==> src/rtl/fetch_unit.sv <==
// Instruction fetch unit: credit-limited request stream, in-order response queue, redirect flush.
// Optional build macro FETCH_MISALIGN_CHECK_EN turns a misaligned redirect into a fault entry.
module fetch_unit #(
    parameter int              XLEN     = 32,
    parameter int              ILEN     = 32,
    parameter int              DEPTH    = 4,
    parameter logic [XLEN-1:0] RESET_PC = '0
) (
    input  logic            clk,
    input  logic            rst,
    output logic            imem_req_valid,
    input  logic            imem_req_ready,
    output logic [XLEN-1:0] imem_req_addr,
    input  logic            imem_resp_valid,
    input  logic [ILEN-1:0] imem_resp_data,
    input  logic            imem_resp_err,
    input  logic            redirect_valid,
    input  logic [XLEN-1:0] redirect_pc,
    output logic            out_valid,
    input  logic            out_ready,
    output logic [ILEN-1:0] out_inst,
    output logic [XLEN-1:0] out_pc,
    output logic            out_fault
);
    localparam int AW = $clog2(DEPTH);
    localparam int CW = $clog2(DEPTH) + 1;
    localparam int SW = CW + 1;

    typedef enum logic {FETCH = 1'b0, HALT = 1'b1} state_t;

    state_t          r_state;
    logic [XLEN-1:0] r_pc;
    logic [XLEN-1:0] r_resp_pc;
    logic [CW-1:0]   r_count;
    logic [CW-1:0]   r_outst;
    logic [CW-1:0]   r_stale;
    logic [AW-1:0]   r_wptr;
    logic [AW-1:0]   r_rptr;
    logic [ILEN-1:0] r_q_inst  [DEPTH];
    logic [XLEN-1:0] r_q_pc    [DEPTH];
    logic            r_q_fault [DEPTH];

    logic            w_credit_ok;
    logic            w_hs;
    logic            w_resp_live;
    logic            w_enq;
    logic            w_deq;
    logic [CW-1:0]   w_outst_nxt;
    logic [XLEN-1:0] w_redir_pc;
    logic            w_misalign;

`ifdef FETCH_MISALIGN_CHECK_EN
    assign w_redir_pc = redirect_pc;
    assign w_misalign = |redirect_pc[1:0];
`else
    assign w_redir_pc = redirect_pc & ~XLEN'(3);
    assign w_misalign = 1'b0;
`endif

    // Queued plus in-flight entries never exceed DEPTH, so a response always finds a free slot.
    assign w_credit_ok    = ({1'b0, r_count} + {1'b0, r_outst}) < SW'(DEPTH);
    assign imem_req_valid = !rst && (r_state == FETCH) && w_credit_ok;
    assign imem_req_addr  = r_pc;
    assign w_hs           = imem_req_valid && imem_req_ready;

    assign w_resp_live = imem_resp_valid && (r_stale == '0);
    assign w_enq       = !redirect_valid && w_resp_live && (r_state == FETCH);
    assign w_deq       = !redirect_valid && out_valid && out_ready;
    assign w_outst_nxt = r_outst + CW'(w_hs) - CW'(imem_resp_valid);

    assign out_valid = (r_count != '0);
    assign out_inst  = r_q_inst[r_rptr];
    assign out_pc    = r_q_pc[r_rptr];
    assign out_fault = r_q_fault[r_rptr];

    always_ff @(posedge clk or posedge rst) begin
        if (rst) begin
            r_state   <= FETCH;
            r_pc      <= RESET_PC;
            r_resp_pc <= RESET_PC;
            r_count   <= '0;
            r_outst   <= '0;
            r_stale   <= '0;
            r_wptr    <= '0;
            r_rptr    <= '0;
        end else begin
            r_outst <= w_outst_nxt;
            if (redirect_valid) begin
                // Everything still in flight after this edge belongs to the old stream.
                r_pc      <= w_redir_pc;
                r_resp_pc <= w_redir_pc;
                r_stale   <= w_outst_nxt;
                r_rptr    <= '0;
                if (w_misalign) begin
                    r_state <= HALT;
                    r_count <= CW'(1);
                    r_wptr  <= AW'(1);
                end else begin
                    r_state <= FETCH;
                    r_count <= '0;
                    r_wptr  <= '0;
                end
            end else begin
                if (w_hs)
                    r_pc <= r_pc + XLEN'(4);
                if (imem_resp_valid) begin
                    if (r_stale != '0)
                        r_stale <= r_stale - CW'(1);
                    else
                        r_resp_pc <= r_resp_pc + XLEN'(4);
                end
                if (w_enq) begin
                    r_wptr <= r_wptr + AW'(1);
                    if (imem_resp_err)
                        r_state <= HALT;
                end
                if (w_deq)
                    r_rptr <= r_rptr + AW'(1);
                r_count <= r_count + CW'(w_enq) - CW'(w_deq);
            end
        end
    end

    always_ff @(posedge clk) begin
        if (redirect_valid && w_misalign) begin
            r_q_inst[0]  <= '0;
            r_q_pc[0]    <= w_redir_pc;
            r_q_fault[0] <= 1'b1;
        end else if (w_enq) begin
            r_q_inst[r_wptr]  <= imem_resp_data;
            r_q_pc[r_wptr]    <= r_resp_pc;
            r_q_fault[r_wptr] <= imem_resp_err;
        end
    end

endmodule

==> config.mk <==
export PLATFORM = sky130hd
export DESIGN_NAME = fetch_unit
export DESIGN_NICKNAME = d
export VERILOG_FILES = /design/src/rtl/fetch_unit.sv
export SDC_FILE = /design/constraint.sdc
export NUM_CORES = 1
export LEC_CHECK = 0
export BUFFER_PORTS_ARGS = -buffer_cell sky130_fd_sc_hd__buf_2
export CORE_ASPECT_RATIO = 0.9
export CORE_MARGIN = 5
export CORE_UTILIZATION = 33
export CTS_CLUSTER_DIAMETER = 200
export DETAILED_ROUTE_END_ITERATION = 6
export SLEW_MARGIN = 20
export SYNTH_ARGS = -nofsm -noshare
export SYNTH_HDL_FRONTEND = slang
export SYNTH_SLANG_ARGS = --single-unit
==> constraint.sdc <==
create_clock -name clk -period 4 [get_ports clk]
set_clock_uncertainty 0.05 [all_clocks]
set_input_delay 0.8 -clock clk [delete_from_list [all_inputs] [get_ports clk]]
set_output_delay 0.8 -clock clk [all_outputs]
set_load 0.02 [all_outputs]
==> results.py <==
metrics = {
    "floorplan": {
        "fp.dieH_um": 204,
        "dieArea_sq_um": 45900,
        "core-area_sq_um": 41500,
        "io_pins": 170,
        "die_w_um": 225,
        "rows": 71,
        "start_util_pct": 33.1,
    },
    "placed_design": {
        "place_ws_ns": 0.886,
        "dp_hpwl_mm": 20.9,
        "io_buffers": 163,
        "dp_cells": 1553,
        "gp_congestion": 0.824,
    },
    "layout": {
        "mostFrequentLayoutCells": "252 x edfxtp_1, 163 x buf_2, 72 x dfrtp_1",
        "drive_gt1_share_pct": 29.7,
        "layout_commonest_cell": "edfxtp_1",
        "finish.utilization_pct": 39.9,
        "fin_cells": 1620,
        "syn2layout_area_growth_pct": 20.5,
        "final_nets": 1132,
    },
    "global_routing": {
        "grt_pass1_vias": 8255,
        "antenna_found_initial": 1,
        "grt_first_pass_wirelength_mm": 49.7,
        "grt_use_total_pct": 13.9,
        "grt_overflow": 0,
        "grt_max_degree": 75,
    },
    "outcome": {
        "status": "complete, no violations",
    },
    "route": {
        "drt-pass1-iter-count": 5,
        "dr_total_vias": 8271,
        "wl_per_cell_um": 19.8,
        "drcViolationCount": 0,
        "totalWireLength_mm": 32.0,
        "viasPerCell": 5.11,
        "drtIter0Drc": 518,
        "postRouteAntennaNets": 0,
    },
    "clock_network": {
        "post_cts_resized": 0,
        "clk_latency_ns": 0.53,
        "numCtsBuffers": 37,
        "cts_tree": "yes",
        "root_buffer": "clkbuf_16",
        "path_clk_slew_ns": 0.06,
        "htreeDepth": 2,
        "cts_sinks": 326,
        "cts_hold_buffers": 0,
        "clockBufferDepth": 3,
        "postCtsSetupBuffers": 0,
    },
    "sta": {
        "setup_violations": 0,
        "report.final.slew_viol_count": 0,
        "fin_hold_ws_ns": 0.321,
        "rsz0062_at_grt": "no",
        "worst_slack_ns": 0.877,
        "fmax_mhz": 320,
        "fin_tns_setup_ns": 0,
        "worst_pin_slew_ns": 0.878,
        "period_minus_slack_ns": 3.12,
        "finalHoldViolations": 0,
        "relSlewSlack_pct": 40.6,
        "period_share_pct": 78.1,
    },
    "worst_setup_path": {
        "worst-r2r-cell-count": 13,
        "worstPathArrival_ns": 2.27,
        "critPathCapture": "out_pc[23]",
        "r2r_slack_ns": 1.08,
        "end_kind": "output port",
        "start_kind": "flip-flop",
        "startpoint": "r_rptr[1]$_DFFE_PP0P_",
        "crit_type": "reg -> out",
        "reg2reg_to": "r_count[2]$_DFF_PP0_",
        "crit_required_ns": 3.15,
        "r2r_start": "r_stale[0]$_DFFE_PP0P_",
        "cp_max_fo": 24,
    },
    "synthesis": {
        "synthFlopType": "edfxtp_1",
        "synth.distinct_cells": 58,
        "synthCells": 869,
        "synth_edf_count": 252,
        "synthArstFlopShare_pct": 22.7,
        "ys_seq_elements": 326,
        "syn_area_per_cell_sq_um": 15.8,
        "netlist_area_sq_um": 13800,
        "synth_warnings": 0,
        "yosysSeqAreaShare_pct": 68.5,
    },
    "power": {
        "power-per-cell-area_nw_per_um2": 579,
        "p_leak_uw": 0.00577,
        "peakVddDrop_mv": 0.405,
    },
    "hold_path": {
        "hold_class": "in -> async",
    },
    "run": {
        "maxCapViolCount": 0,
    },
}
[logic make-up after synthesis]
kind of cell	synth area share, %
other	0.0273
adder cells (fa/ha/maj)	1.56
AO/OA/AOI/OAI	5.41
multiplexers	10.9
buffers and inverters	1.96
XOR/XNOR	1.27
AND/OR/NAND/NOR	10.3
flip-flops	68.5
[how the worst min path moves through the flow]
stage | from | endpoint | slack (ns)
after floorplan | r_resp_pc[26]$_DFFE_PP0P_ | r_q_pc[0][26]$_DFFE_PP_ | 0.42
after global placement | r_outst[0]$_DFF_PP0_ | r_outst[0]$_DFF_PP0_ | 0.48
after detailed placement | r_outst[0]$_DFF_PP0_ | r_outst[0]$_DFF_PP0_ | 0.48
after CTS | rst | r_resp_pc[7]$_DFFE_PP0P_ | 0.34
after global routing | rst | imem_req_addr[7]$_DFFE_PP0N_ | 0.35
final | rst | imem_req_addr[16]$_DFFE_PP0N_ | 0.32
[layout make-up]
type,instances,area (sq um)
well taps,547,684
fillers,3840,24900
repair buffers,181,1040
multi-input cells,479,4090
clock buffers,47,1030
diodes,1,2.50
flip-flops and latches,326,9420
inverters,20,75.1
clock inverters,19,235
[sequential cells by signal, indices dropped and copies added, names as in the netlist]
register	cells
r_stale	3
r_state	1
r_wptr	2
r_outst	3
r_q_pc	120
imem_req_addr	30
r_q_fault	4
r_count	3
r_rptr	2
r_q_inst	128
r_resp_pc	30
[worst max-delay path, stage by stage, from the launching register on]
cell,delay (ns)
dfrtp_2,0.81
buf_4,0.37
mux4_2,0.37
buf_2,0.18
[synthesized netlist by cell type (5+ instances only)]
library cell	instances	area [sq um]
nand3_1	24	120
nor3_1	22	110
clkbuf_1	30	113
o31a_1	8	70.1
nand4_1	18	113
dfrtp_1	74	1850
and2_1	5	31.3
o31ai_1	12	90.1
a211oi_1	18	135
nor4_1	21	131
o311a_1	7	70.1
or4_1	13	97.6
edfxtp_1	252	7570
inv_1	19	71.3
o21ai_0	16	80.1
or3_1	8	50.1
and3_1	9	56.3
nand2_1	47	176
nor2_1	53	199
a21oi_1	14	70.1
xor2_1	5	43.8
ha_1	14	175
and4_1	13	114
mux4_2	63	1420
a31oi_1	12	75.1
xnor2_1	15	131
nand2b_1	12	75.1
buf_1	11	41.3
[stage by stage]
step | total power [uW] | instance area [sq um]
final | 9600 | 16600
after global routing | 10100 | 16600
after CTS | 9760 | 16600
after detailed placement | 6250 | 15300
after global placement | 6220 | 15300
after floorplan | 5550 | 13800
[layer usage]
| layer | track usage (%) | vias to the layer above | part of all wire, % |
|---|---|---|---|
| met5 | 0 | - | 0 |
| met4 | 2.81 | 0 | 1.2 |
| met3 | 3.44 | 35 | 6.8 |
| met2 | 20.7 | 261 | 44 |
| met1 | 21.0 | 4152 | 48 |
| li1 | - | 3823 | - |
[report_power, final]
part	switching, uW	leakage (uW)	internal [uW]	total, uW
Sequential	232	0.00314	3880	4110
Combinational	1160	0.00201	866	2020
Clock	1370	0.000615	2090	3460
Total	2750	0.00577	6840	9600
Note: power is estimated with default switching activity, not from simulation.
